File: src/rtl/hex_2_ascii_tx.sv
//------------------------------------------------------------------------------
// Module      : hex_2_ascii_tx
// Description : Streams a binary word as uppercase ASCII hex characters,
//               MSB nibble first, with optional CR/LF, over valid/ready.
// Revision    : 1.0 - initial release
//------------------------------------------------------------------------------
`default_nettype none

module hex_2_ascii_tx #(
  parameter int NIBBLES     = 2,
  parameter int APPEND_CRLF = 1
) (
  input  logic                   clk,
  input  logic                   rst,
  input  logic [4*NIBBLES-1:0]   data_in,
  input  logic                   start,
  output logic                   ready,
  output logic [7:0]             ascii_out,
  output logic                   ascii_valid,
  input  logic                   ascii_ready,
  output logic                   done
);

  localparam int W  = 4 * NIBBLES;
  localparam int CW = (NIBBLES > 1) ? $clog2(NIBBLES) : 1;

  typedef enum logic [1:0] {
    S_IDLE  = 2'd0,
    S_DIGIT = 2'd1,
    S_CR    = 2'd2,
    S_LF    = 2'd3
  } state_t;

  state_t          r_state;
  state_t          w_next_state;
  logic [W-1:0]    r_shift;
  logic [CW-1:0]   r_cnt;
  logic            r_done;
  logic            w_hs;
  logic            w_accept;
  logic            w_shift_en;
  logic            w_finish;
  logic [3:0]      w_nibble;
  logic [7:0]      w_digit_char;

  assign w_hs     = ascii_valid & ascii_ready;
  assign w_nibble = r_shift[W-1 -: 4];

  // Digits 10..15 land on 'A'..'F' (65..70): 55 + nibble.
  assign w_digit_char = (w_nibble < 4'd10) ? (8'd48 + {4'd0, w_nibble})
                                           : (8'd55 + {4'd0, w_nibble});

  always_ff @(posedge clk or posedge rst) begin
    if (rst) begin
      r_state <= S_IDLE;
    end else begin
      r_state <= w_next_state;
    end
  end

  always_comb begin
    w_next_state = r_state;
    w_accept     = 1'b0;
    w_shift_en   = 1'b0;
    w_finish     = 1'b0;
    ready        = 1'b0;
    ascii_valid  = 1'b0;
    ascii_out    = 8'd0;
    case (r_state)
      S_IDLE: begin
        ready = 1'b1;
        if (start) begin
          w_accept     = 1'b1;
          w_next_state = S_DIGIT;
        end
      end
      S_DIGIT: begin
        ascii_valid = 1'b1;
        ascii_out   = w_digit_char;
        if (w_hs) begin
          if (r_cnt != '0) begin
            w_shift_en = 1'b1;
          end else if (APPEND_CRLF != 0) begin
            w_next_state = S_CR;
          end else begin
            w_next_state = S_IDLE;
            w_finish     = 1'b1;
          end
        end
      end
      S_CR: begin
        ascii_valid = 1'b1;
        ascii_out   = 8'd13;
        if (w_hs) begin
          w_next_state = S_LF;
        end
      end
      S_LF: begin
        ascii_valid = 1'b1;
        ascii_out   = 8'd10;
        if (w_hs) begin
          w_next_state = S_IDLE;
          w_finish     = 1'b1;
        end
      end
      default: begin
        w_next_state = S_IDLE;
      end
    endcase
  end

  // Word latch, digit counter and the registered completion pulse.
  always_ff @(posedge clk or posedge rst) begin
    if (rst) begin
      r_shift <= '0;
      r_cnt   <= '0;
      r_done  <= 1'b0;
    end else begin
      r_done <= w_finish;
      if (w_accept) begin
        r_shift <= data_in;
        r_cnt   <= CW'(NIBBLES - 1);
      end else if (w_shift_en) begin
        r_shift <= r_shift << 4;
        r_cnt   <= r_cnt - 1'b1;
      end
    end
  end

  assign done = r_done;

endmodule

`default_nettype wire
File: config.mk
export PLATFORM = sky130hd
export DESIGN_NAME = hex_2_ascii_tx
export DESIGN_NICKNAME = d
export VERILOG_FILES = /design/src/rtl/hex_2_ascii_tx.sv
export SDC_FILE = /design/constraint.sdc
export NUM_CORES = 1
export LEC_CHECK = 0
export CAP_MARGIN = 20
export CORE_ASPECT_RATIO = 1.4
export CORE_MARGIN = 2
export CORE_UTILIZATION = 30
export DETAILED_ROUTE_END_ITERATION = 6
export HOLD_SLACK_MARGIN = 0.15
export PLACE_DENSITY_LB_ADDON = 0.12
export SLEW_MARGIN = 20
export SYNTH_ARGS = -nofsm -noshare
export SYNTH_HDL_FRONTEND = slang
export SYNTH_SLANG_ARGS = --single-unit
File: constraint.sdc
create_clock -name clk -period 1.7 [get_ports clk]
set_input_delay 0.255 -clock clk [delete_from_list [all_inputs] [get_ports clk]]
set_output_delay 0.255 -clock clk [all_outputs]
set_load 0.1 [all_outputs]
### After elaboration in Yosys (flattened, before gate mapping)

Cells that the tools add are included.

* equal/unequal tests: 8
* add/sub/neg operators: 3
* order comparisons: 1
* $mul: 0
* bitwise operators: 1
* divide/modulo/power cells: 0
* shift-type cells: 0
* mux-type cells: 21
* reductions and logical operators: 4

Operators by type and width (count)
* $pmux 7 s3: 1
* $mux 8: 2
* $add 6x4->7 const A: 2
* $mux 1: 11
* $mux 2: 5
* $ne 2x2->1 const B: 5
* $pmux 2 s4: 1
* $mux 7: 1
* $reduce_and 5->1: 1
* $eq 2x2->1 const B: 2
* $lt 4x4->1 const B: 1
* $reduce_or 3->1: 1
* $eq 2x1->1 const B: 1
* $logic_not 2->1: 1
* $reduce_bool 2->1: 1
* $and 1x1->1: 1
* $sub 1x1->1 const B: 1

* input bits: 12
* latch bits: 0
* ROM bits: 0
* RAM bits: 0
* bits in registers: 12
* memories kept: 0

### Longest topological paths before layout

* depth after elaboration: 8
* mapped depth: 7

### Worst setup path before layout

OpenSTA, ideal clock, no wires.

* path type: reg2out
* start point: register r_state[0]
* end point: output port ascii_out[6]
* setup slack: -2.065 ns
* data arrival time: 3.510 ns
* required time: 1.445 ns
* path buffers: 1
* stages on the path, launching flop included: 5
* cell sequence: dfrtp_1 inv_1 ha_1 buf_6 nor3b_1

* longest elaborated chain between the ends: 2
* elaborated cells on any way between the ends: 4
* classes of those cells: 3 x eq/ne; 1 x mux

Ends and longest elaborated chain
* start, declared: RTL line 34 `state_t r_state;`
* start signal, assigned: RTL line 57 `r_state <= w_next_state;`
* $eq 2x2->1 / $eq 2x1->1 (equally long branches): RTL line 69 `case (r_state)`
* $pmux 7 s3 *: RTL line 69
* end, declared: RTL line 18 `output logic [7:0] ascii_out,`

Every way passes the cells marked *; elsewhere a longest branch is shown, timed or not.

### Final worst setup path

* start point: register r_state[0]
* end point: output port ascii_out[5]

The elaborated chain is that of the path after synthesis.

==> insert_results.sql <==
INSERT INTO impl_metrics (metric_group, metric, value, unit) VALUES
('status', 'status', 'finished with violations', ''),
('status', 'violations_in_the_final_reports', 'setup timing', ''),
('worst_setup_path', 'crit_path_start_kind', 'flip-flop', ''),
('worst_setup_path', 'critPathLaunch', 'r_state[0]$_DFFE_PP0P_', ''),
('placed_design', 'port-buffer-count', '21', ''),
('layout', 'drive_gt1_frac', '0.5690', ''),
('die', 'io-pin-count', '23', ''),
('detailed_routing', 'routed-via-count', '678', ''),
('detailed_routing', 'via_per_inst', '4.461', ''),
('synth', 'synth_area_per_cell', '10.33', 'µm²'),
('timing', 'postLayoutSetupSlackWorst', '-0.1485', 'ns'),
('detailed_routing', 'drt_pre_antenna_iters', '4', ''),
('worst_setup_path', 'end_kind', 'output port', ''),
('clock_tree', 'insertion_delay', '0.27', 'ns'),
('clock_tree', 'clockBufferDepth', '2', ''),
('global_route', 'first_pass_grt_wire_length', '3036', 'µm'),
('worst_setup_path', 'worst_ep_required_time', '1.44', 'ns'),
('clock_tree', 'number_of_buffers_created_by_cts', '3', ''),
('detailed_routing', 'wirelength_routed', '1735', 'µm'),
('layout', 'multi_input_area', '599.3', 'µm²'),
('global_route', 'gr-usage-all-layers', '0.1428', ''),
('synth', 'synth_nets', '94', ''),
('clock_tree', 'cts.reportedPaths.clkPinSlew', '0.07', 'ns'),
('timing', 'finalClockSkew', '0.004018', 'ns'),
('die', 'floorplan.initialDensity', '0.3109', ''),
('detailed_routing', 'antenna_left', '0', ''),
('detailed_routing', 'initialDrtViolationCount', '6', ''),
('layout', 'seq_area', '301.5', 'µm²'),
('timing', 'hold_viol_final', '0', ''),
('die', 'rows', '22', ''),
('timing', 'grt_setup_unrepaired', 'true', ''),
('layout', 'finish.instance_area', '1454', 'µm²'),
('clock_tree', 'ctsHtreeMaxLevel', '1', ''),
('timing', 'slew_viol_final', '0', ''),
('synth', 'ys_types', '28', ''),
('worst_setup_path', 'r2r_slack', '0.01', 'ns'),
('timing', 'totalNegativeSetupSlack', '-0.6399', 'ns'),
('global_route', 'grt_pass1_vias', '663', ''),
('timing', 'period_utilization_post_route', '1.087', ''),
('synth', 'syn_std_cell_area', '795.8', 'µm²'),
('layout', 'antenna_cells_inserted', '0', ''),
('synth', 'synth_seq_area_share', '0.3774', ''),
('layout', 'final_util', '0.5679', ''),
('worst_setup_path', 'cp.arrival', '1.59', 'ns'),
('synth', 'ys.warnings.count', '0', ''),
('synth', 'synth_cells', '77', ''),
('worst_setup_path', 'critical_path.max_fanout', '4', ''),
('clock_tree', 'root_buffer', 'sky130_fd_sc_hd__clkbuf_4', ''),
('timing', 'max_freq', '541.0', 'MHz'),
('worst_setup_path', 'worst-setup-path-type', 'reg -> out', ''),
('clock_tree', 'hold_buffers', '0', ''),
('clock_tree', 'cts.sinks', '12', ''),
('synth', 'ys_seq_elements', '12', ''),
('detailed_routing', 'wl_per_cell', '11.41', 'µm'),
('run', 'cap_violations', '0', ''),
('layout', 'num-fill-cells', '231', ''),
('clock_tree', 'tritoncts', 'yes', ''),
('layout', 'synthToLayoutAreaGrowth', '82.70', '%'),
('die', 'dieArea', '3086', 'µm²'),
('timing', 'setup-violations-final', '6', ''),
('global_route', 'number_of_antenna_violations_at_the_first_check_in_global_routing', '0', ''),
('min_path', 'hold_path.class', 'in -> async', ''),
('global_route', 'grt_start_max_net_pins', '13', ''),
('die', 'coreArea', '2560', 'µm²'),
('global_route', 'globalRoute.totalOverflow', '0', ''),
('placed_design', 'hpwlAfterDp', '1321', 'µm'),
('worst_setup_path', 'r2r-start', 'r_state[0]$_DFFE_PP0P_', ''),
('placed_design', 'place_congestion', '0.6985', ''),
('placed_design', 'post_dp_cell_area', '1294', 'µm²'),
('detailed_routing', 'drc_errors', '0', ''),
('die', 'chipWidth', '47.53', 'µm'),
('layout', 'num-nets-final', '135', ''),
('timing', 'post-route-min-period', '1.849', 'ns'),
('die', 'die_height', '64.94', 'µm');
[worst max-delay path, cell delays in order (launching register included)]
cell and delay [ns]:
sky130_fd_sc_hd__dfrtp_2 0.44, sky130_fd_sc_hd__inv_4 0.06, sky130_fd_sc_hd__ha_4 0.16, sky130_fd_sc_hd__and2b_4 0.26
sky130_fd_sc_hd__buf_6 0.09, sky130_fd_sc_hd__and2_4 0.13, sky130_fd_sc_hd__buf_12 0.16
[synthesized netlist by cell type (all sizes together)]
cell type	instances	area [µm²]
a21oi	2	10.01
a22o	4	40.04
a311oi	1	8.760
a31oi	1	21.27
and2	4	27.53
and2b	2	18.77
buf	3	30.03
conb	1	3.750
dfrtp	12	300.3
ha	5	62.56
inv	7	26.28
mux2	3	41.29
mux2i	7	70.07
nand2	6	22.52
nand2b	1	6.260
nor2	6	22.52
nor2b	1	6.260
nor3b	1	7.510
o2111ai	1	8.760
o211ai	1	7.510
o21ai	4	20.02
o2bb2ai	1	8.760
or2b	1	7.510
xnor2	2	17.52
[path summary, 6_finish.rpt]
check,end,cells after the start
setup / recovery,ascii_out[5],6
hold / removal,done$_DFF_PP0_,2
setup reg to reg,r_state[1]$_DFFE_PP0P_,6
hold reg to reg,r_shift[0]$_DFFE_PP0P_,1
max in group asynchronous,r_state[0]$_DFFE_PP0P_,2
min in group clk,r_shift[0]$_DFFE_PP0P_,1
[registers in the layout, indices dropped and copies added, names as in the netlist]
| signal | count |
|---|---|
| r_shift | 8 |
| r_cnt | 1 |
| done | 1 |
| r_state | 2 |
[layout by cell type (no fill, tap or decap), types with 2 or more instances in the layout]
| cell | synthesis | final |
|---|---|---|
| sky130_fd_sc_hd__a21oi_1 | 2 | 2 |
| sky130_fd_sc_hd__a22o_2 | 4 | 4 |
| sky130_fd_sc_hd__and2_4 | 1 | 3 |
| sky130_fd_sc_hd__buf_12 | 0 | 10 |
| sky130_fd_sc_hd__buf_4 | 1 | 16 |
| sky130_fd_sc_hd__buf_6 | 2 | 2 |
| sky130_fd_sc_hd__clkbuf_4 | 0 | 3 |
| sky130_fd_sc_hd__clkdlybuf4s50_1 | 0 | 11 |
| sky130_fd_sc_hd__dfrtp_1 | 12 | 11 |
| sky130_fd_sc_hd__ha_1 | 5 | 2 |
| sky130_fd_sc_hd__ha_4 | 0 | 3 |
| sky130_fd_sc_hd__inv_1 | 7 | 2 |
| sky130_fd_sc_hd__inv_2 | 0 | 3 |
| sky130_fd_sc_hd__mux2_4 | 2 | 3 |
| sky130_fd_sc_hd__mux2i_1 | 7 | 7 |
| sky130_fd_sc_hd__nand2_1 | 6 | 5 |
| sky130_fd_sc_hd__nor2_1 | 6 | 5 |
| sky130_fd_sc_hd__o21ai_4 | 0 | 3 |
| sky130_fd_sc_hd__xnor2_2 | 0 | 2 |
[final cells by class]
type                    instances  share of cell area
clock buffers                   3             0.01549
inverters                       7             0.02238
multi-input cells              55              0.4122
flip-flops and latches         12              0.2074
well taps                      36             0.03098
repair buffers                 39              0.3115
[stage by stage]
step | setup slack, ns | hold slack, ns | instances
3_3_place_gp | 0.06832 | 0.4804 | 143
6_report | -0.1485 | 0.2887 | 152
3_5_place_dp | 0.04610 | 0.4817 | 143
4_1_cts | -0.1623 | 0.3089 | 150
5_1_grt | -0.2087 | 0.3404 | 152
2_1_floorplan | -0.4772 | 0.1197 | 77
[logic make-up after synthesis]
| family | after synthesis | synth area share |
|---|---|---|
| and+or+nand+nor | 22 | 0.1494 |
| AOI/OAI and AO/OA | 15 | 0.1572 |
| DFF | 12 | 0.3774 |
| muxes | 10 | 0.1399 |
| buffers and inverters | 10 | 0.07076 |
| adders and majority gates | 5 | 0.07862 |
| xor gates and xnor gates | 2 | 0.02202 |
| other | 1 | 0.004712 |
[metal layers]
metal  up-vias  global-route usage  wire length, µm
li1        340                   -                -
met1       316              0.1766              750
met2        18              0.2213              893
met3         4             0.01671               49
met4         0             0.09375               42
met5         -                   0                0
[repair_timing]
| action | in CTS | in global routing |
|---|---|---|
| setup endpoints to repair | 7 | 14 |
| resized for setup | 17 | 5 |
| pin swaps | 4 | 2 |
| setup buffers | 4 | 3 |
| cloned | 0 | 0 |
Power is left out: the tool's default activity adds up to more than one toggle a clock period on the data nets, which glitch-free logic cannot reach.
